<file path="src/rtl/indicator_pkg.sv">
// ============================================================================
//  Module      : indicator_pkg
//  Description : Shared mode encoding and request decode for the indicator
//                flasher.
//  Revision    : 1.0 - initial release
// ============================================================================
`default_nettype none

package indicator_pkg;

    // Flasher operating modes
    typedef enum logic [1:0] {
        IDLE   = 2'b00,
        LEFT   = 2'b01,
        RIGHT  = 2'b10,
        HAZARD = 2'b11
    } mode_t;

    // Registered request {left_ind, right_ind} -> operating mode
    function automatic mode_t decode_req(input logic [1:0] req);
        mode_t m;
        case (req)
            2'b10:   m = LEFT;
            2'b01:   m = RIGHT;
            2'b11:   m = HAZARD;
            default: m = IDLE;
        endcase
        return m;
    endfunction

endpackage

`default_nettype wire

</file>
<file path="src/rtl/flash_timer.sv">
// ============================================================================
//  Module      : flash_timer
//  Description : Half-period counter producing the common flash phase.
//                Restart forces the ON phase with a fresh count; fast halves
//                the half-period and takes effect immediately.
//  Revision    : 1.0 - initial release
// ============================================================================
`default_nettype none

module flash_timer #(
    parameter int HALF_PERIOD = 33_333_333,
    parameter int CNT_W       = 26
) (
    input  logic clk,
    input  logic rst,
    input  logic restart,
    input  logic run,
    input  logic fast,
    output logic phase,
    output logic toggle
);

    localparam logic [CNT_W-1:0] c_LIM_SLOW = CNT_W'(HALF_PERIOD - 1);
    localparam logic [CNT_W-1:0] c_LIM_FAST = CNT_W'((HALF_PERIOD >> 1) - 1);
    localparam logic [CNT_W-1:0] c_ONE      = CNT_W'(1);

    logic [CNT_W-1:0] r_cnt;
    logic [CNT_W-1:0] w_lim;

    // Terminal count; >= lets a shortened limit take effect mid-phase
    assign w_lim  = fast ? c_LIM_FAST : c_LIM_SLOW;
    assign toggle = run && !restart && (r_cnt >= w_lim);

    // Counter and phase: clear when idle, force ON on restart, else count
    always_ff @(posedge clk or negedge rst) begin
        if (!rst) begin
            r_cnt <= '0;
            phase <= 1'b0;
        end else if (!run) begin
            r_cnt <= '0;
            phase <= 1'b0;
        end else if (restart) begin
            r_cnt <= '0;
            phase <= 1'b1;
        end else if (toggle) begin
            r_cnt <= '0;
            phase <= ~phase;
        end else begin
            r_cnt <= r_cnt + c_ONE;
        end
    end

endmodule

`default_nettype wire

</file>
<file path="src/rtl/indicator_flasher.sv">
// ============================================================================
//  Module      : indicator_flasher
//  Description : Turns steady left/right indicator levels into blinking lamp
//                drives with a shared phase, a clicker tick on every lamp
//                edge and a hazard status flag. Bulb faults double the rate.
//  Revision    : 1.0 - initial release
// ============================================================================
`default_nettype none

module indicator_flasher
    import indicator_pkg::*;
#(
    parameter int HALF_PERIOD = 33_333_333,
    parameter int CNT_W       = 26
) (
    input  logic clk,
    input  logic rst,
    input  logic left_ind,
    input  logic right_ind,
    input  logic left_fault,
    input  logic right_fault,
    output logic left_lamp,
    output logic right_lamp,
    output logic tick,
    output logic hazard_active
);

    logic [1:0] r_req;
    mode_t      r_mode;
    mode_t      w_mode_d;
    logic       w_run;
    logic       w_restart;
    logic       w_fast;
    logic       w_phase;
    logic       w_toggle;
    logic       w_phase_d;
    logic       w_left_d;
    logic       w_right_d;

    // Single request register; inputs are already in this clock domain
    always_ff @(posedge clk or negedge rst) begin
        if (!rst) r_req <= 2'b00;
        else      r_req <= {left_ind, right_ind};
    end

    // Mode register follows the decoded request every cycle
    always_ff @(posedge clk or negedge rst) begin
        if (!rst) r_mode <= IDLE;
        else      r_mode <= w_mode_d;
    end

    // Next mode, timer control and next lamp values
    always_comb begin
        w_mode_d  = decode_req(r_req);
        w_run     = (w_mode_d != IDLE);
        w_restart = w_run && (w_mode_d != r_mode);
        w_fast    = 1'b0;
        case (w_mode_d)
            LEFT:    w_fast = left_fault;
            RIGHT:   w_fast = right_fault;
            HAZARD:  w_fast = left_fault | right_fault;
            default: w_fast = 1'b0;
        endcase
        // Phase value the timer will hold after this edge
        if (!w_run)         w_phase_d = 1'b0;
        else if (w_restart) w_phase_d = 1'b1;
        else                w_phase_d = w_phase ^ w_toggle;
        w_left_d  = w_phase_d && ((w_mode_d == LEFT)  || (w_mode_d == HAZARD));
        w_right_d = w_phase_d && ((w_mode_d == RIGHT) || (w_mode_d == HAZARD));
    end

    flash_timer #(
        .HALF_PERIOD (HALF_PERIOD),
        .CNT_W       (CNT_W)
    ) u_flash_timer (
        .clk     (clk),
        .rst     (rst),
        .restart (w_restart),
        .run     (w_run),
        .fast    (w_fast),
        .phase   (w_phase),
        .toggle  (w_toggle)
    );

    // Registered lamp drives, one tick per lamp edge, hazard flag
    always_ff @(posedge clk or negedge rst) begin
        if (!rst) begin
            left_lamp     <= 1'b0;
            right_lamp    <= 1'b0;
            tick          <= 1'b0;
            hazard_active <= 1'b0;
        end else begin
            left_lamp     <= w_left_d;
            right_lamp    <= w_right_d;
            tick          <= (w_left_d != left_lamp) || (w_right_d != right_lamp);
            hazard_active <= (w_mode_d == HAZARD);
        end
    end

endmodule

`default_nettype wire

</file>
<file path="config.mk">
export PLATFORM = sky130hd
export DESIGN_NAME = indicator_flasher
export DESIGN_NICKNAME = d
export VERILOG_FILES = /design/src/rtl/indicator_pkg.sv /design/src/rtl/flash_timer.sv /design/src/rtl/indicator_flasher.sv
export SDC_FILE = /design/constraint.sdc
export NUM_CORES = 1
export LEC_CHECK = 0
export ABC_AREA = 1
export CORE_ASPECT_RATIO = 0.7
export CORE_MARGIN = 1
export CORE_UTILIZATION = 42
export DETAILED_ROUTE_END_ITERATION = 8
export SYNTH_ARGS = -nofsm -noshare
export SYNTH_HDL_FRONTEND = slang
export SYNTH_SLANG_ARGS = --single-unit
</file>
<file path="constraint.sdc">
create_clock -name clk -period 5.5 [get_ports clk]
set_input_delay 0.55 -clock clk [delete_from_list [all_inputs] [get_ports clk]]
set_output_delay 0.55 -clock clk [all_outputs]
set_load 0.005 [all_outputs]
</file>
==> results of run 1 <==
area by class of cell:
class | instances | area (um^2)
timing repair buffer | 10 | 92.6
multi-input combinational | 187 | 1070
fill | 507 | 2470
sequential | 35 | 876
inverter | 37 | 139
tap | 69 | 86.3
clock buffer | 8 | 100
power groups by stage:
stage | logic [mW] | registers, mW | clock network, mW
after floorplan | 0.0340 | 0.271 | 0
after global placement | 0.0488 | 0.272 | 0
after detailed placement | 0.0496 | 0.272 | 0
after CTS | 0.0497 | 0.267 | 0.216
after global routing | 0.0577 | 0.268 | 0.225
final | 0.0486 | 0.267 | 0.209
synthesized netlist by cell type, types with 2 or more instances:
master,count
nand3_1,12
nor2_4,2
o21ai_0,4
nor3_2,3
nor3_1,8
a21oi_1,5
nor2_1,36
inv_1,35
nand2_2,2
inv_2,2
buf_6,3
nand4_1,9
a21oi_2,2
nand3_2,2
nand2_1,55
nor3b_1,3
nor4_1,2
ha_1,13
a31oi_1,2
clkbuf_1,4
nor2_2,7
xnor2_1,6
xor2_1,7
dfrtp_1,35
worst paths after layout:
kind | depth (start not counted) | startpoint | end | slack (ns)
min in group clk | 1 | u_flash_timer.r_cnt[0]$_DFF_PN0_ | u_flash_timer.r_cnt[0]$_DFF_PN0_ | 0.50
hold / removal | 1 | rst | u_flash_timer.r_cnt[1]$_DFF_PN0_ | 0.35
hold reg to reg | 1 | u_flash_timer.r_cnt[0]$_DFF_PN0_ | u_flash_timer.r_cnt[0]$_DFF_PN0_ | 0.50
setup / recovery | 14 | right_fault | u_flash_timer.r_cnt[23]$_DFF_PN0_ | 2.19
max in group asynchronous | 1 | rst | u_flash_timer.r_cnt[18]$_DFF_PN0_ | 4.64
setup reg to reg | 13 | r_req[0]$_DFF_PN0_ | u_flash_timer.r_cnt[23]$_DFF_PN0_ | 2.38
sequential cells by signal, indices dropped and copies added, names as in the netlist:
register	count
u_flash_timer.r_cnt	26
r_mode	2
right_lamp	1
u_flash_timer.phase	1
left_lamp	1
tick	1
r_req	2
hazard_active	1
through the flow:
step                worst slack (ns)  hold WS [ns]  instance area [um^2]
finish                          2.19         0.347                  2360
detailed placement              1.83         0.493                  2260
global route                    1.75         0.419                  2360
CTS                             2.15         0.379                  2360
floorplan                       2.83         0.254                  2130
global placement                1.96         0.481                  2260
cell usage in the layout, fill, tap and decap left out:
| cell type | instances |
|---|---|
| nand2_1 | 55 |
| nor2_1 | 36 |
| inv_1 | 35 |
| dfrtp_1 | 35 |
| ha_1 | 13 |
| nand3_1 | 12 |
| nand4_1 | 9 |
| nor3_1 | 8 |
| clkdlybuf4s50_1 | 8 |
| xor2_1 | 7 |
| nor2_2 | 7 |
| clkbuf_8 | 7 |
| xnor2_1 | 6 |
| a21oi_1 | 5 |
| o21ai_0 | 4 |
| nor3_2 | 3 |
| nor3b_1 | 3 |
| inv_2 | 2 |
| a21oi_2 | 2 |
| nand3_2 | 2 |
| nor2_4 | 2 |
| nand2_2 | 2 |
| nor4_1 | 2 |
| a31oi_1 | 2 |
| o22ai_1 | 1 |
| and2_1 | 1 |
| or2_2 | 1 |
| or2_1 | 1 |
| nor3_4 | 1 |
| and3_1 | 1 |
| a211oi_1 | 1 |
| clkbuf_1 | 1 |
| buf_2 | 1 |
| buf_4 | 1 |
routing by layer:
metal	routed length, um	global-route usage (%)
met1	2340	25.6
met2	1570	25.1
met5	0	0
met3	121	4.02
met4	45	6.32
cells by family after synthesis:
logic type                 count (synthesis)  share of synthesized area [%]
AOI/OAI and AO/OA                         15                           4.17
xor gates and xnor gates                  13                           5.34
adders and majority gates                 13                           7.63
buffers and inverters                     44                           8.80
DFF                                       35                           41.1
and+or+nand+nor                          146                           33.0
critical path, cell delays in order:
cell and delay [ns]:
clkdlybuf4s50_1 0.45, inv_1 0.04, o22ai_1 0.14, buf_4 0.18, inv_1 0.11, ha_1 0.31
inv_1 0.05, nor3_1 0.21, nand3_1 0.11, nor2_1 0.11, nand2_1 0.08, nand4_1 0.10
or2_1 0.85, nor2_1 0.12
==> flow_metrics.env, run 1 <==
export IMPL_core_mm2=0.00483
export IMPL_clock_skew_ns=0.00425
export IMPL_cts_tree="built"
export IMPL_setup_tns_ns=0
export IMPL_drv_slew=0
export IMPL_synth_edf_count=0
export IMPL_synth_top_area_share_pct=41.1
export IMPL_grt_max_degree=36
export IMPL_initial_core_util_pct=44.1
export IMPL_die_width_um=87.2
export IMPL_grt_pass1_wl_um=6990
export IMPL_syn_avg_cell_area_um2=8.02
export IMPL_grt_pass1_vias=1490
export IMPL_cap_violations=0
export IMPL_hold_class="primary input to asynchronous set/reset pin"
export IMPL_die_area_mm2=0.00537
export IMPL_syn_inst=266
export IMPL_startpoint_type="primary input"
export IMPL_p_int_mw=0.396
export IMPL_antenna_left=0
export IMPL_numCtsBuffers=5
export IMPL_grtUsageTotal_pct=17.4
export IMPL_dp_hpwl_um=2980
export IMPL_n_antenna_cell=0
export IMPL_gp_congestion=0.860
export IMPL_clk_pin_slew_ns=0.07
export IMPL_outcome="completed"
export IMPL_yosys_warnings=0
export IMPL_post_cts_resize_count=0
export IMPL_synth_ff_type="dfrtp_1"
export IMPL_switchingPower_mw=0.129
export IMPL_root_buffer="clkbuf_8"
export IMPL_die_y_um=61.6
export IMPL_p_seq_share_pct=51.0
export IMPL_crit_required_ns=5.63
export IMPL_port_buffers=9
export IMPL_criticalPathCategory="primary input to register"
export IMPL_switching_share_pct=24.5
export IMPL_power_density_mw_per_mm2=222
export IMPL_vias_per_cell=4.71
export IMPL_cp_end_kind="register"
export IMPL_postCtsSetupBuffers=0
export IMPL_setup_viol=0
export IMPL_fin_nets=295
export IMPL_h_tree_depth=2
export IMPL_worst_endpoint_arrival_ns=3.43
export IMPL_syn_num_nets=285
export IMPL_gr_total_overflow=0
export IMPL_clock_fmax_mhz=303
export IMPL_yosys_cell_types_count=31
export IMPL_fin_util_pct=48.9
export IMPL_final_cells=346
export IMPL_drt_wl_total_um=4080
export IMPL_wl_per_cell_um=11.8
export IMPL_via_count=1630
export IMPL_drive_gt1_share_pct=11.2
export IMPL_maxSlewHeadroom_pct=26.0
export IMPL_drt_iter0_drc=79
export IMPL_max_vdd_ir_drop_mv=0.129
export IMPL_p_leak_nw=1.11
export IMPL_async_flop_share_pct=100
export IMPL_clk_latency_ns=0.29
export IMPL_synth_area_leaders="dfrtp_1 (41%), nand2_1 (9.7%), ha_1 (7.6%)"
export IMPL_syn_to_final_growth_pct=10.8
export IMPL_p_total_mw=0.525
export IMPL_syn_area_mm2=0.00213
export IMPL_min_period_ns=3.31
export IMPL_ys_ff_latch=35
export IMPL_cts_hold_buffers_added=0
export IMPL_rows=21
export IMPL_clockBufferDepth=2
export IMPL_seq_area_frac_synth_pct=41.1
export IMPL_synth_top_area_cell="dfrtp_1"
export IMPL_worst_pin_slew_ns=1.11
export IMPL_min_period_over_period_pct=60.1
export IMPL_dp_cells=338
export IMPL_dr_pass1_iters=4
export IMPL_drc=0
export IMPL_rsz0062_at_grt="false"
export IMPL_pwr_share_comb_pct=9.3
export IMPL_cts_sinks=35
export IMPL_io_pins=10
export IMPL_clockPowerShare_pct=39.8
export IMPL_worst_path_max_fanout=26
export IMPL_finalHoldViolations=0
export IMPL_antenna_found_initial=0
No activity file was read; power rests on OpenSTA's default activity.
==> run 2, diff against run 1 <==
- clock period: 5.5 -> 3.1 ns (I/O delays scaled with it)
==> run 2 against run 1 <==
Clock skew decreased by 0.0015 ns. Sequential cell count unchanged. Global-route usage decreased by 1.1 points. Via count up 0.12%. Cell count is 0.58% higher. Power increased by 88%. Combinational power grew 85%. Count of clock-buffer cells in the layout shrank 2. Non-clock buffer count up 2. Largest power group unchanged.
==> flow_metrics.env, run 2 (same netlist as run 1, synthesis figures left out) <==
export IMPL_maxSlewHeadroom_pct=48.6
export IMPL_h_tree_depth=2
export IMPL_clock_fmax_mhz=390
export IMPL_min_period_over_period_pct=82.7
export IMPL_p_total_mw=0.988
export IMPL_finalHoldViolations=0
export IMPL_dp_hpwl_um=3040
export IMPL_clockBufferDepth=2
export IMPL_worstPathCellList="inv_1 > o22ai_1 > inv_1 > ha_1 > inv_1 > nor2_1 > a21oi_1 > nand2_1 > a21oi_2 > nand4_1 > or2_1 > buf_4 > a211oi_1"
export IMPL_outcome="completed"
export IMPL_grtUsageTotal_pct=16.3
export IMPL_via_count=1632
export IMPL_hold_class="primary input to asynchronous set/reset pin"
export IMPL_drt_iter0_drc=77
export IMPL_cap_violations=0
export IMPL_fin_nets=297
export IMPL_max_vdd_ir_drop_mv=0.173
export IMPL_worst_pin_slew_ns=0.772
export IMPL_top_register="u_flash_timer.r_cnt"
export IMPL_gp_congestion=0.808
export IMPL_port_buffers=9
export IMPL_reg2reg_depth=13
export IMPL_clock_skew_ns=0.00272
export IMPL_largestRegisters="u_flash_timer.r_cnt x26, r_mode x2, r_req x2"
export IMPL_n_antenna_cell=0
export IMPL_grt_max_degree=36
export IMPL_wl_per_cell_um=11.5
export IMPL_drive_gt1_share_pct=12.2
export IMPL_p_leak_nw=1.12
export IMPL_drv_slew=0
export IMPL_cts_sinks=35
export IMPL_die_area_mm2=0.00537
export IMPL_hold_slack_ns=0.0957
export IMPL_r2r_end="u_flash_timer.r_cnt[11]$_DFF_PN0_"
export IMPL_largest_reg_flops=26
export IMPL_fin_util_pct=49.5
export IMPL_die_width_um=87.2
export IMPL_grt_pass1_wl_um=6600
export IMPL_max_stage_delay_ns=0.47
export IMPL_worstSetupStartpoint="r_req[0]$_DFF_PN0_"
export IMPL_criticalPathCategory="register to register"
export IMPL_drc=0
export IMPL_r2r_start="r_req[0]$_DFF_PN0_"
export IMPL_worst_path_max_fanout=17
export IMPL_post_cts_resize_count=0
export IMPL_postCtsSetupBuffers=0
export IMPL_startpoint_type="register"
export IMPL_clk_pin_slew_ns=0.07
export IMPL_die_y_um=61.6
export IMPL_worst_endpoint_arrival_ns=2.76
export IMPL_rsz0062_at_grt="false"
export IMPL_cp_end_kind="register"
export IMPL_worst_path_most_repeated_cell="inv_1"
export IMPL_crit_path_end="u_flash_timer.r_cnt[11]$_DFF_PN0_"
export IMPL_numCtsBuffers=5
export IMPL_vias_per_cell=4.69
export IMPL_min_period_ns=2.56
export IMPL_clk_latency_ns=0.28
export IMPL_setup_viol=0
export IMPL_final_common_cell="nand2_1"
export IMPL_dp_cells=340
export IMPL_rows=21
export IMPL_antenna_left=0
export IMPL_pre_cts_ws_ns=0.307
export IMPL_worst_slack_ns=0.536
export IMPL_antenna_found_initial=0
export IMPL_rrSetupSlack_ns=0.54
export IMPL_cts_tree="built"
export IMPL_final_cells=348
export IMPL_layout_common_cells="nand2_1 (55), nor2_1 (36), inv_1 (35), dfrtp_1 (35), ha_1 (13)"
export IMPL_syn_to_final_growth_pct=12.3
export IMPL_cp_slowest_cell="dfrtp_1"
export IMPL_power_density_mw_per_mm2=413
export IMPL_placed_cell_area_mm2=0.00228
export IMPL_drt_wl_total_um=3990
export IMPL_setup_tns_ns=0
export IMPL_core_mm2=0.00483
export IMPL_grt_pass1_vias=1426
export IMPL_dr_pass1_iters=4
export IMPL_initial_core_util_pct=44.1
export IMPL_crit_required_ns=3.29
export IMPL_cts_hold_buffers_added=0
export IMPL_fin_area_mm2=0.00239
export IMPL_root_buffer="clkbuf_8"
export IMPL_gr_total_overflow=0
export IMPL_io_pins=10
-- run 2: routing by layer --
layer | GRT usage [%] | vias up | wire (um)
met5 | 0 | - | 0
met4 | 5.39 | 0 | 26
met3 | 4.29 | 2 | 178
met2 | 24.3 | 31 | 1640
met1 | 23.2 | 725 | 2140
li1 | - | 874 | -
-- run 2: area by class of cell --
cell class	instances	area, um^2
inverter	37	139
clock inverter	2	35.0
timing repair buffer	12	108
multi-input combinational	187	1070
sequential	35	876
fill	475	2440
clock buffer	6	82.6
tap	69	86.3
-- run 2: power breakdown --
part,switching [mW],total (mW),internal (mW)
logic,0.0538,0.0898,0.0359
clock network,0.164,0.424,0.260
registers,0.00784,0.474,0.466
-- run 2: worst min path at each step --
stage,startpoint,endpoint,cells after the start
global placement,rst,u_flash_timer.r_cnt[2]$_DFF_PN0_,1
finish,rst,u_flash_timer.r_cnt[1]$_DFF_PN0_,1
CTS,rst,u_flash_timer.r_cnt[2]$_DFF_PN0_,1
detailed placement,rst,u_flash_timer.r_cnt[2]$_DFF_PN0_,1
floorplan,rst,hazard_active$_DFF_PN0_,0
global route,rst,u_flash_timer.r_cnt[2]$_DFF_PN0_,1
-- run 2: worst max-delay path: cells and delay by family (launching register included) --
family	cells	cell delay [ns]
flip-flops	1	0.47
buffers and inverters	4	0.50
AND/OR/NAND/NOR	4	0.52
AO/OA/AOI/OAI	4	0.66
adder cells (fa/ha/maj)	1	0.31
==> run 3, diff against run 2 <==
- clock period: 3.1 -> 2.63 ns (I/O delays scaled with it)
==> run 3 against run 2 <==
First-iteration DRC count up 39%. Via count increased by 2.8%. Register-to-register slack worse by 0.32 ns. Count of clock-buffer cells in the layout did not move. Cell area rose by 2.2%. Combinational power grew 44%. Sequential share of layout area decreased by 0.80 points. Critical path type is now primary input to register. Critical endpoint unchanged. Largest cell class unchanged. Highest routed layer unchanged.
==> flow_metrics.env, run 3 (same netlist as run 1, synthesis figures left out) <==
export IMPL_io_pins=10
export IMPL_max_stage_delay_ns=0.45
export IMPL_setup_viol=0
export IMPL_drt_iter0_drc=107
export IMPL_antenna_left=0
export IMPL_grt_pass1_wl_um=6910
export IMPL_antenna_found_initial=0
export IMPL_top_register="u_flash_timer.r_cnt"
export IMPL_hold_class="primary input to asynchronous set/reset pin"
export IMPL_cts_sinks=35
export IMPL_outcome="completed"
export IMPL_p_seq_share_pct=51.4
export IMPL_crit_buf_inv=5
export IMPL_worstPathCellList="clkdlybuf4s50_1 > inv_1 > o22ai_2 > buf_4 > ha_1 > nand2_1 > inv_1 > nand2_1 > nand2_1 > nand2_1 > nand2_1 > a21oi_2 > nand4_1 > or2_1 > buf_12 > a211oi_1"
export IMPL_clockBufferDepth=2
export IMPL_fin_nets=304
export IMPL_worst_pin_slew_ns=0.777
export IMPL_clockPowerShare_pct=36.8
export IMPL_rows=21
export IMPL_drt_wl_total_um=4030
export IMPL_n_antenna_cell=0
export IMPL_switching_share_pct=25.0
export IMPL_clk_latency_ns=0.28
export IMPL_worst_path_most_repeated_cell="nand2_1"
export IMPL_largestRegisters="u_flash_timer.r_cnt x26, r_mode x2, r_req x2"
export IMPL_layout_common_cells="nand2_1 (55), nor2_1 (36), dfrtp_1 (35)"
export IMPL_crit_family="buffers and inverters"
export IMPL_finalHoldViolations=0
export IMPL_pwr_share_comb_pct=11.9
export IMPL_clock_fmax_mhz=408
export IMPL_p_total_mw=1.08
export IMPL_placed_cell_area_mm2=0.00236
export IMPL_root_buffer="clkbuf_8"
export IMPL_crit_required_ns=2.82
export IMPL_final_common_cell="nand2_1"
export IMPL_power_density_mw_per_mm2=443
export IMPL_cts_hold_buffers_added=0
export IMPL_drc=0
export IMPL_drive_gt1_share_pct=14.7
export IMPL_dp_hpwl_um=3060
export IMPL_hold_slack_ns=0.0459
export IMPL_maxSlewHeadroom_pct=48.2
export IMPL_die_width_um=87.2
export IMPL_core_mm2=0.00483
export IMPL_startpoint_type="primary input"
export IMPL_grt_max_degree=36
export IMPL_numCtsBuffers=5
export IMPL_dr_pass1_iters=4
export IMPL_cp_end_kind="register"
export IMPL_max_vdd_ir_drop_mv=0.288
export IMPL_clk_pin_slew_ns=0.07
export IMPL_largest_reg_flops=26
export IMPL_grtUsageTotal_pct=17.2
export IMPL_die_y_um=61.6
export IMPL_initial_core_util_pct=44.1
export IMPL_fin_area_mm2=0.00245
export IMPL_gr_total_overflow=0
export IMPL_port_buffers=9
export IMPL_die_area_mm2=0.00537
export IMPL_p_int_mw=0.813
export IMPL_drv_slew=0
export IMPL_cp_slowest_cell="clkdlybuf4s50_1"
export IMPL_min_period_ns=2.45
export IMPL_pre_cts_ws_ns=-0.0892
export IMPL_cap_violations=0
export IMPL_clock_skew_ns=0.00339
export IMPL_h_tree_depth=2
export IMPL_worst_slack_ns=0.176
export IMPL_min_period_over_period_pct=93.3
export IMPL_worst_path_max_fanout=15
export IMPL_rsz0062_at_grt="true"
export IMPL_gp_congestion=0.860
export IMPL_p_leak_nw=1.16
export IMPL_wl_per_cell_um=11.4
export IMPL_fill_cells=469
export IMPL_switchingPower_mw=0.271
export IMPL_final_cells=354
export IMPL_cts_tree="built"
export IMPL_syn_to_final_growth_pct=14.8
export IMPL_criticalPathCategory="primary input to register"
export IMPL_vias_per_cell=4.74
export IMPL_dp_cells=347
export IMPL_via_count=1678
export IMPL_grt_pass1_vias=1497
export IMPL_worst_endpoint_arrival_ns=2.65
## run 3: cell count changes in the layout (fill, tap and decap cells not counted), sizes merged
cell and change:
buf +7, bufinv -1
## run 3: power groups by stage
stage	clock [mW]	combinational, mW	sequential (mW)
floorplan	0	0.0723	0.566
global placement	0	0.128	0.567
detailed placement	0	0.130	0.567
CTS	0.410	0.130	0.557
global route	0.432	0.149	0.558
finish	0.398	0.129	0.557
## run 3: through the flow
| stage | utilization [%] | TNS, ns |
|---|---|---|
| floorplan | - | 0 |
| global placement | 48.8 | -0.0746 |
| detailed placement | 48.8 | -0.667 |
| CTS | 50.6 | 0 |
| global route | 50.6 | -0.0136 |
| finish | 50.6 | 0 |
## run 3: repair_timing
item,CTS,global route
hold endpoints to repair,0,0
setup buffers,0,0
setup endpoints to repair,0,6
gates resized for setup,0,1
## run 3: path summary, 6_finish.rpt
check,from,endpoint,slack (ns),depth (start not counted)
max,right_fault,u_flash_timer.r_cnt[11]$_DFF_PN0_,0.18,16
min,rst,u_flash_timer.r_cnt[1]$_DFF_PN0_,0.05,1
max reg2reg,r_req[0]$_DFF_PN0_,u_flash_timer.r_cnt[11]$_DFF_PN0_,0.22,15
min reg2reg,u_flash_timer.r_cnt[0]$_DFF_PN0_,u_flash_timer.r_cnt[0]$_DFF_PN0_,0.50,1
max in group asynchronous,rst,hazard_active$_DFF_PN0_,2.08,1
min in group clk,left_ind,r_req[1]$_DFF_PN0_,0.42,1
## run 3: final cells by class
type                       count  area (um^2)  area share [%]
clock buffer                   6         82.6            3.37
clock inverter                 1         5.00           0.204
inverter                      37          139            5.67
multi-input combinational    187         1070            43.9
sequential                    35          876            35.8
tap                           69         86.3            3.53
timing repair buffer          19          185            7.56
## run 3: layer usage
| layer | wire length (um) | vias to the layer above | GRT usage (%) |
|---|---|---|---|
| li1 | - | 889 | - |
| met1 | 2360 | 758 | 25.6 |
| met2 | 1480 | 26 | 24.1 |
| met3 | 149 | 5 | 4.83 |
| met4 | 36 | 0 | 4.92 |
| met5 | 0 | - | 0 |
